<file path="src/rtl/otter_exec_unit_if.sv">
`default_nettype none
// ============================================================================
//  otter_exec_unit_if
//  Bundles the execute-stage operands, controls and results of otter_exec_unit.
//  Revision: 1.0
// ============================================================================
interface otter_exec_unit_if;
  logic        EN;
  logic [3:0]  ALU_FUN;
  logic [31:0] SRC_A;
  logic [31:0] SRC_B;
  logic [31:0] RS1;
  logic [31:0] RS2;
  logic [31:0] PC;
  logic [31:0] I_IMM;
  logic [31:0] B_IMM;
  logic [31:0] J_IMM;
  logic [31:0] RESULT;
  logic [31:0] RESULT_Q;
  logic [31:0] JAL;
  logic [31:0] JALR;
  logic [31:0] BRANCH;
  logic        BR_EQ;
  logic        BR_LT;
  logic        BR_LTU;

  modport master (
    output EN, ALU_FUN, SRC_A, SRC_B, RS1, RS2, PC, I_IMM, B_IMM, J_IMM,
    input  RESULT, RESULT_Q, JAL, JALR, BRANCH, BR_EQ, BR_LT, BR_LTU
  );

  modport slave (
    input  EN, ALU_FUN, SRC_A, SRC_B, RS1, RS2, PC, I_IMM, B_IMM, J_IMM,
    output RESULT, RESULT_Q, JAL, JALR, BRANCH, BR_EQ, BR_LT, BR_LTU
  );
endinterface
`default_nettype wire

</file>
<file path="src/rtl/otter_exec_unit.sv">
`default_nettype none
// ============================================================================
//  otter_exec_unit
//  RV32I execute stage: ALU, branch address and branch condition generators,
//  plus a falling-edge registered copy of the ALU result.
//  Revision: 1.0
// ============================================================================
module otter_exec_unit (
  input  wire logic          CLK,
  input  wire logic          RST,
  otter_exec_unit_if.slave   bus
);

  localparam logic [3:0] c_ALU_ADD  = 4'b0000;
  localparam logic [3:0] c_ALU_SUB  = 4'b1000;
  localparam logic [3:0] c_ALU_SLL  = 4'b0001;
  localparam logic [3:0] c_ALU_SLT  = 4'b0010;
  localparam logic [3:0] c_ALU_SLTU = 4'b0011;
  localparam logic [3:0] c_ALU_XOR  = 4'b0100;
  localparam logic [3:0] c_ALU_SRL  = 4'b0101;
  localparam logic [3:0] c_ALU_SRA  = 4'b1101;
  localparam logic [3:0] c_ALU_OR   = 4'b0110;
  localparam logic [3:0] c_ALU_AND  = 4'b0111;
  localparam logic [3:0] c_ALU_LUI  = 4'b1001;

  logic [4:0]  w_shamt;
  logic [31:0] w_result;
  logic [31:0] w_jalr_sum;
  logic [31:0] r_result_q;

  assign w_shamt = bus.SRC_B[4:0];

  always_comb begin
    w_result = 32'h0;
    case (bus.ALU_FUN)
      c_ALU_ADD:  w_result = bus.SRC_A + bus.SRC_B;
      c_ALU_SUB:  w_result = bus.SRC_A - bus.SRC_B;
      c_ALU_SLL:  w_result = bus.SRC_A << w_shamt;
      c_ALU_SLT:  w_result = {31'h0, $signed(bus.SRC_A) < $signed(bus.SRC_B)};
      c_ALU_SLTU: w_result = {31'h0, bus.SRC_A < bus.SRC_B};
      c_ALU_XOR:  w_result = bus.SRC_A ^ bus.SRC_B;
      c_ALU_SRL:  w_result = bus.SRC_A >> w_shamt;
      c_ALU_SRA:  w_result = $unsigned($signed(bus.SRC_A) >>> w_shamt);
      c_ALU_OR:   w_result = bus.SRC_A | bus.SRC_B;
      c_ALU_AND:  w_result = bus.SRC_A & bus.SRC_B;
      c_ALU_LUI:  w_result = bus.SRC_A;
      default:    w_result = 32'h0;
    endcase
  end

  // Branch targets wrap modulo 2^32; JALR clears bit 0 of the sum.
  assign w_jalr_sum  = bus.RS1 + bus.I_IMM;
  assign bus.JAL     = bus.PC + bus.J_IMM;
  assign bus.BRANCH  = bus.PC + bus.B_IMM;
  assign bus.JALR    = w_jalr_sum & 32'hFFFF_FFFE;

  assign bus.BR_EQ   = (bus.RS1 == bus.RS2);
  assign bus.BR_LT   = ($signed(bus.RS1) < $signed(bus.RS2));
  assign bus.BR_LTU  = (bus.RS1 < bus.RS2);

  // Falling-edge register to line up with the core's pipeline registers.
  always_ff @(negedge CLK or negedge RST) begin
    if (!RST) begin
      r_result_q <= 32'h0;
    end else if (bus.EN) begin
      r_result_q <= w_result;
    end
  end

  assign bus.RESULT   = w_result;
  assign bus.RESULT_Q = r_result_q;

endmodule
`default_nettype wire

</file>
<file path="src/flat_wrapper.sv">
// flat-port wrapper written by rule: the top's interface ports become plain ports
module otter_exec_unit_flat 
  (CLK, RST, bus_EN, bus_ALU_FUN, bus_SRC_A, bus_SRC_B, bus_RS1, bus_RS2, bus_PC, bus_I_IMM, bus_B_IMM, bus_J_IMM, bus_RESULT, bus_RESULT_Q, bus_JAL, bus_JALR, bus_BRANCH, bus_BR_EQ, bus_BR_LT, bus_BR_LTU);
  otter_exec_unit_if bus_i ();
  input  wire logic CLK;
  input  wire logic RST;
  input wire logic [$bits(bus_i.EN)-1:0] bus_EN;
  input wire logic [$bits(bus_i.ALU_FUN)-1:0] bus_ALU_FUN;
  input wire logic [$bits(bus_i.SRC_A)-1:0] bus_SRC_A;
  input wire logic [$bits(bus_i.SRC_B)-1:0] bus_SRC_B;
  input wire logic [$bits(bus_i.RS1)-1:0] bus_RS1;
  input wire logic [$bits(bus_i.RS2)-1:0] bus_RS2;
  input wire logic [$bits(bus_i.PC)-1:0] bus_PC;
  input wire logic [$bits(bus_i.I_IMM)-1:0] bus_I_IMM;
  input wire logic [$bits(bus_i.B_IMM)-1:0] bus_B_IMM;
  input wire logic [$bits(bus_i.J_IMM)-1:0] bus_J_IMM;
  output wire logic [$bits(bus_i.RESULT)-1:0] bus_RESULT;
  output wire logic [$bits(bus_i.RESULT_Q)-1:0] bus_RESULT_Q;
  output wire logic [$bits(bus_i.JAL)-1:0] bus_JAL;
  output wire logic [$bits(bus_i.JALR)-1:0] bus_JALR;
  output wire logic [$bits(bus_i.BRANCH)-1:0] bus_BRANCH;
  output wire logic [$bits(bus_i.BR_EQ)-1:0] bus_BR_EQ;
  output wire logic [$bits(bus_i.BR_LT)-1:0] bus_BR_LT;
  output wire logic [$bits(bus_i.BR_LTU)-1:0] bus_BR_LTU;
  assign bus_i.EN = bus_EN;
  assign bus_i.ALU_FUN = bus_ALU_FUN;
  assign bus_i.SRC_A = bus_SRC_A;
  assign bus_i.SRC_B = bus_SRC_B;
  assign bus_i.RS1 = bus_RS1;
  assign bus_i.RS2 = bus_RS2;
  assign bus_i.PC = bus_PC;
  assign bus_i.I_IMM = bus_I_IMM;
  assign bus_i.B_IMM = bus_B_IMM;
  assign bus_i.J_IMM = bus_J_IMM;
  assign bus_RESULT = bus_i.RESULT;
  assign bus_RESULT_Q = bus_i.RESULT_Q;
  assign bus_JAL = bus_i.JAL;
  assign bus_JALR = bus_i.JALR;
  assign bus_BRANCH = bus_i.BRANCH;
  assign bus_BR_EQ = bus_i.BR_EQ;
  assign bus_BR_LT = bus_i.BR_LT;
  assign bus_BR_LTU = bus_i.BR_LTU;
  otter_exec_unit u_core (.CLK(CLK), .RST(RST), .bus(bus_i));
endmodule
</file>
<file path="config.mk">
export PLATFORM = sky130hd
export DESIGN_NAME = otter_exec_unit_flat
export DESIGN_NICKNAME = d
export VERILOG_FILES = /design/src/rtl/otter_exec_unit_if.sv /design/src/rtl/otter_exec_unit.sv /design/src/flat_wrapper.sv
export SDC_FILE = /design/constraint.sdc
export NUM_CORES = 1
export LEC_CHECK = 0
export BUFFER_PORTS_ARGS = -buffer_cell sky130_fd_sc_hd__buf_4
export CORE_MARGIN = 5
export CORE_UTILIZATION = 40
export DETAILED_ROUTE_END_ITERATION = 7
export GPL_ROUTABILITY_DRIVEN = 0
export SETUP_SLACK_MARGIN = 0.15
export SYNTH_ARGS = -nofsm -noshare
export SYNTH_HDL_FRONTEND = slang
export SYNTH_SLANG_ARGS = --single-unit
</file>
<file path="constraint.sdc">
create_clock -name CLK -period 11.8 [get_ports CLK]
set_input_delay 0.59 -clock CLK [delete_from_list [all_inputs] [get_ports CLK]]
set_output_delay 0.59 -clock CLK [all_outputs]
set_load 0.01 [all_outputs]
</file>
==> flow_summary.yaml, run 1 <==
global_route:
  overflow: 0
  grt_pass1_wl_mm: 105
  grt_pass1_vias: 18100
  grt_usage_pct: 30.8
  grt_antenna_before_repair: 0
  grt_max_degree: 81
timing:
  hold_viol: 0
  worst_hold_slack_ns: 0.460
  worstMarginPinSlew_ns: 1.08
  setup_slack_ns: 1.78
  finalSetupViolCount: 0
  slew_headroom_pct: 27.9
  finClkSkew_ns: 0
  finalSetupTns_ns: 0
  finalMaxSlewViolations: 0
  rsz0062_at_grt: "no"
floorplan:
  die_width_um: 206
  die_area_um2: 42600
  num_rows: 72
  die_h_um: 206
  core_area_um2: 38400
  initial_utilization_pct: 40.2
  io-pin-count: 426
clock_tree:
  worstSkewPairLatency_ns: 0.30
  cts_root_buf: "clkbuf_16"
  numCtsBuffers: 5
  postCtsResizedCells: 0
  hold_buffers: 0
  post_cts.repair.setup_buffers: 0
  htree_levels: 2
  cts.sinks: 32
  clockBufferDepth: 2
  cts_tree: "built"
  clkTransAtPathRegs_ns: 0.04
yosys:
  syn_nets: 2669
  yosysWarnings: 0
  ys_ff_latch: 32
  synth_seq_area_share_pct: 5.20
  synthArstFlopShare_pct: 100
  synth_area_leaders: "ha_1 (19%), a21oi_1 (5.9%), nor2_1 (5.4%)"
  synth.distinct_cells: 97
  synthCells: 2173
  synth-edff-count: 0
  ys.flop_type: "dfrtn_1"
  yosys.area.top_type_share_pct: 18.5
  syn_avg_cell_area_um2: 7.09
  syn-cell-area_um2: 15400
  yosysTopAreaCell: "ha_1"
routing:
  drtIter0Drc: 2182
  drc_errors: 19
  wirelength_mm: 70.1
  drt-pass1-iter-count: 8
  wl_per_cell_um: 23.2
  vias: 19000
  vias_per_cell: 6.28
  ant_nets: 0
power_and_ir_drop:
  switchingPower_uw: 681
  vdd_drop_max_mv: 0.134
  internal-power_uw: 720
  clockPowerShare_pct: 11.4
  power_frac_comb_pct: 78.2
  power_per_cell_area_nw_per_um2: 73.5
  p_leak_uw: 0.00934
  switching_share_pct: 48.6
  seqPwrFrac_pct: 10.4
  p_total_uw: 1400
worst_setup_path:
  cp_cell_sequence: "buf_4 > inv_1 > ha_1 > inv_2 > nor2_1 > o21ai_0 > a31oi_2 > nor4_2 > o31ai_1 > a31oi_1 > mux2i_1 > or3_1 > mux2_2"
  cpPeakStageDelay_ns: 0.60
  critPathKind: "input port to flop"
  path_buf_inv: 3
  critPathSlowestCell: "nor4_2"
  crit_required_ns: 6.05
  critPathMaxFanout: 44
  cp_top_family: "compound AO/OA/AOI/OAI gates"
  critPathLaunchType: "input port"
  critPathArrivalTime_ns: 4.27
  worstSetupEndpointType: "flop"
worst_hold_path:
  holdCritPathClass: "flop to flop"
place:
  place_ws_ns: 1.57
  dp_hpwl_mm: 57.4
  portBuffers: 424
finish:
  largest_reg_flops: 32
  fillers: 3928
  post-route-util_pct: 49.7
  drive_gt1_share_pct: 22.1
  area_delta_synth_final_pct: 23.7
  seqCellArea_um2: 801
  antenna_cells: 0
  multi_input_area_um2: 13500
  finalNetCount: 3001
flow_run:
  max_cap_violations: 0
outcome:
  violations: "design-rule violations"
  outcome: "finished, violations left"
==> through the flow <==
stage | instance area [um^2] | std cells
finish | 19100 | 3024
global route | 19100 | 3024
CTS | 19100 | 3024
detailed placement | 18900 | 3016
global placement | 18900 | 3016
floorplan | 15400 | 2173
==> cells by family after synthesis <==
kind of cell | count (synthesis) | share of synthesized area (%)
DFF | 32 | 5.20
buffers and inverters | 284 | 7.33
and+or+nand+nor | 626 | 18.5
muxes | 128 | 10.7
AOI/OAI and AO/OA | 780 | 34.0
adders and majority gates | 233 | 19.2
other | 1 | 0.0243
xor gates and xnor gates | 89 | 5.06
==> synthesized netlist by cell type, types with 13 or more instances <==
cell type,number
a22oi_1,23
o21ai_0,150
o211ai_1,22
a221oi_1,18
nor2_1,221
buf_2,18
o31ai_1,14
a211oi_1,25
o2111ai_1,13
nand3_1,39
mux2_2,35
a31oi_1,34
ha_1,228
o21a_1,23
nand2b_1,31
o21bai_1,28
buf_1,15
xnor2_1,63
dfrtn_1,32
nor2b_1,13
a221o_1,15
or3_1,19
mux2i_1,67
o21ai_1,13
o22ai_1,25
inv_1,162
xor2_1,26
mux4_2,25
nand4_1,28
clkbuf_1,75
nand2_1,174
a21o_1,78
nor3_1,46
a21oi_1,182
==> power groups by stage <==
stage	Combinational, uW	Sequential (uW)	Clock, uW
5_1_grt	1180	148	169
4_1_cts	1080	146	164
2_1_floorplan	607	155	0
3_5_place_dp	1070	147	0
3_3_place_gp	1070	147	0
6_report	1100	145	160
==> layout by cell type, fill, tap and decap left out, drive strengths merged, types with 46 or more instances in the layout <==
| cell type | instances |
|---|---|
| buf | 440 |
| ha | 228 |
| nor2 | 221 |
| a21oi | 183 |
| nand2 | 175 |
| inv | 169 |
| o21ai | 164 |
| a21o | 79 |
| mux2i | 67 |
| xnor2 | 63 |
| nor3 | 46 |
==> path summary, 6_finish.rpt <==
path	start	depth (start not counted)	slack [ns]	endpoint
setup / recovery	bus_SRC_B[4]	13	1.78	u_core.bus.RESULT_Q[31]$_DFFE_NN0P_
hold / removal	u_core.bus.RESULT_Q[7]$_DFFE_NN0P_	1	0.46	u_core.bus.RESULT_Q[7]$_DFFE_NN0P_
setup reg to reg	u_core.bus.RESULT_Q[0]$_DFFE_NN0P_	1	11.01	u_core.bus.RESULT_Q[0]$_DFFE_NN0P_
hold reg to reg	u_core.bus.RESULT_Q[7]$_DFFE_NN0P_	1	0.46	u_core.bus.RESULT_Q[7]$_DFFE_NN0P_
max in group asynchronous	RST	1	5.47	u_core.bus.RESULT_Q[28]$_DFFE_NN0P_
min in group asynchronous	RST	1	6.00	u_core.bus.RESULT_Q[2]$_DFFE_NN0P_
==> final cells by class <==
cell class,instances,share of cell area [%]
Sequential cell,32,4.20
Clock buffer,7,0.800
Inverter,169,3.33
Multi-Input combinational cell,1857,70.8
Clock inverter,1,0.157
Timing Repair Buffer,440,17.3
Tap cell,518,3.40
==> routing by layer <==
metal | up-vias | routed length [um] | track usage (%)
met2 | 1259 | 31600 | 51.4
met3 | 226 | 7330 | 4.96
met1 | 8790 | 27800 | 39.6
met5 | - | 0 | 0
li1 | 8719 | - | -
met4 | 0 | 3420 | 12.8
No activity file was read; power rests on OpenSTA's default activity.
==> inputs of run 2 (changes only) <==
==> constraint.sdc (replaced) <==
create_clock -name CLK -period 9.6 [get_ports CLK]
set_input_delay 0.48 -clock CLK [delete_from_list [all_inputs] [get_ports CLK]]
set_output_delay 0.48 -clock CLK [all_outputs]
set_load 0.01 [all_outputs]
==> flow_summary.yaml, run 2 (synthesized netlist as in run 1, its figures left out) <==
worst_hold_path:
  holdCritPathClass: "flop to flop"
  hp-start: "u_core.bus.RESULT_Q[7]$_DFFE_NN0P_"
  hold_path_depth: 1
  worstHoldEndpoint: "u_core.bus.RESULT_Q[7]$_DFFE_NN0P_"
clock_tree:
  post_cts.repair.setup_buffers: 0
  postCtsResizedCells: 0
  clockBufferDepth: 2
  cts_tree: "built"
  worstSkewPairLatency_ns: 0.31
  numCtsBuffers: 5
  htree_levels: 2
  cts.sinks: 32
  hold_buffers: 0
  cts_root_buf: "clkbuf_16"
  clkTransAtPathRegs_ns: 0.04
global_route:
  grt_pass1_vias: 18100
  grt_max_degree: 72
  overflow: 0
  grt_pass1_wl_mm: 106
  grt_antenna_before_repair: 0
  grt_usage_pct: 31.4
worst_setup_path:
  critPathLaunchType: "input port"
  critPathMaxFanout: 71
  critPathArrivalTime_ns: 4.14
  worstSetupEndpointType: "flop"
  crit_required_ns: 4.95
  rrSetupSlack_ns: 8.83
  r2r-start: "u_core.bus.RESULT_Q[12]$_DFFE_NN0P_"
  critPathKind: "input port to flop"
  reg2reg_to: "u_core.bus.RESULT_Q[12]$_DFFE_NN0P_"
  rr_worst_depth: 1
floorplan:
  initial_utilization_pct: 40.2
  core_area_um2: 38400
  die_area_um2: 42600
  io-pin-count: 426
  die_h_um: 206
  num_rows: 72
  die_width_um: 206
place:
  placed_area_um2: 19000
  dp_hpwl_mm: 58.2
  portBuffers: 424
routing:
  vias_per_cell: 6.25
  drc_errors: 0
  vias: 18900
  wirelength_mm: 71.4
  wl_per_cell_um: 23.6
  ant_nets: 0
  drt-pass1-iter-count: 7
  drtIter0Drc: 2316
timing:
  worstMarginPinSlew_ns: 1.28
  hold_viol: 0
  finalSetupViolCount: 0
  rsz0062_at_grt: "no"
  finalSetupTns_ns: 0
  finClkSkew_ns: 0
  slew_headroom_pct: 13.8
  finalMaxSlewViolations: 0
power_and_ir_drop:
  power_frac_comb_pct: 78.7
  p_leak_uw: 0.00936
  vdd_drop_max_mv: 0.148
  seqPwrFrac_pct: 10.4
  switching_share_pct: 49.3
  switchingPower_uw: 849
  clockPowerShare_pct: 10.9
  internal-power_uw: 873
  power_per_cell_area_nw_per_um2: 90.1
outcome:
  outcome: "finished, final reports clean"
finish:
  largest_reg_flops: 32
  antenna_cells: 0
  final_cell_mix: "buf_4 (446), ha_1 (228), nor2_1 (220)"
  drive_gt1_share_pct: 22.3
  finalNetCount: 3008
  final_cell_area_um2: 19100
  area_delta_synth_final_pct: 24.1
  mostFrequentLayoutCell: "buf_4"
flow_run:
  max_cap_violations: 0
## run 2: cell count changes in the layout (fill, tap and decap cells not counted), sizes merged
| cell | delta |
|---|---|
| clkbuf | -2 |
| buf | +7 |
| clkinvlp | +1 |
| clkinv | +1 |
## run 2: metrics by stage
step,cells,worst slack [ns],hold WS (ns),total power (uW),util (%)
2_1_floorplan,2173,0.308,0.512,937,-
3_3_place_gp,3023,0.630,0.455,1500,49.4
3_5_place_dp,3023,0.704,0.458,1510,49.4
4_1_cts,3031,1.01,0.465,1700,49.8
5_1_grt,3031,0.794,0.477,1830,49.8
6_report,3031,0.816,0.458,1720,49.8
## run 2: power groups by stage
stage	Combinational (uW)	Clock, uW	Sequential (uW)
CTS	1330	193	179
detailed placement	1330	0	180
global placement	1320	0	179
finish	1360	188	178
global route	1450	198	183
floorplan	746	0	191
## run 2: how the worst max path moves through the flow
stage	cells after the start	startpoint	slack, ns	end
finish	11	bus_SRC_B[0]	0.82	u_core.bus.RESULT_Q[26]$_DFFE_NN0P_
global route	11	bus_SRC_B[0]	0.79	u_core.bus.RESULT_Q[26]$_DFFE_NN0P_
CTS	11	bus_SRC_B[0]	1.01	u_core.bus.RESULT_Q[26]$_DFFE_NN0P_
detailed placement	11	bus_SRC_B[0]	0.70	u_core.bus.RESULT_Q[26]$_DFFE_NN0P_
global placement	11	bus_SRC_B[0]	0.63	u_core.bus.RESULT_Q[26]$_DFFE_NN0P_
floorplan	16	bus_SRC_B[2]	0.31	u_core.bus.RESULT_Q[31]$_DFFE_NN0P_
## run 2: area by class of cell
class                      instances  area (um^2)
clock buffer                       5          125
clock inverter                     3         42.5
fill                            3898        19300
inverter                         169          634
multi-input combinational       1857        13500
sequential                        32          801
tap                              518          648
timing repair buffer             447         3370
## run 2: layer usage
metal  routed length [um]  GRT usage, %  up-vias  part of all wire (%)
li1                     -             -     8729                     -
met1                28100          40.5     8771                    39
met2                32500          52.8     1225                    45
met3                 7580          4.94      218                    11
met4                 3320          11.9        0                   4.7
met5                    0             0        -                     0
## run 2: critical path: stages
cell	delay (ns)
buf_4	0.20
buf_12	0.34
inv_2	0.22
ha_1	0.33
mux2i_1	0.58
nand2_1	0.10
o21ai_0	0.09
o22ai_1	0.23
a2111oi_0	0.91
a21bo_1	0.32
mux2_2	0.26
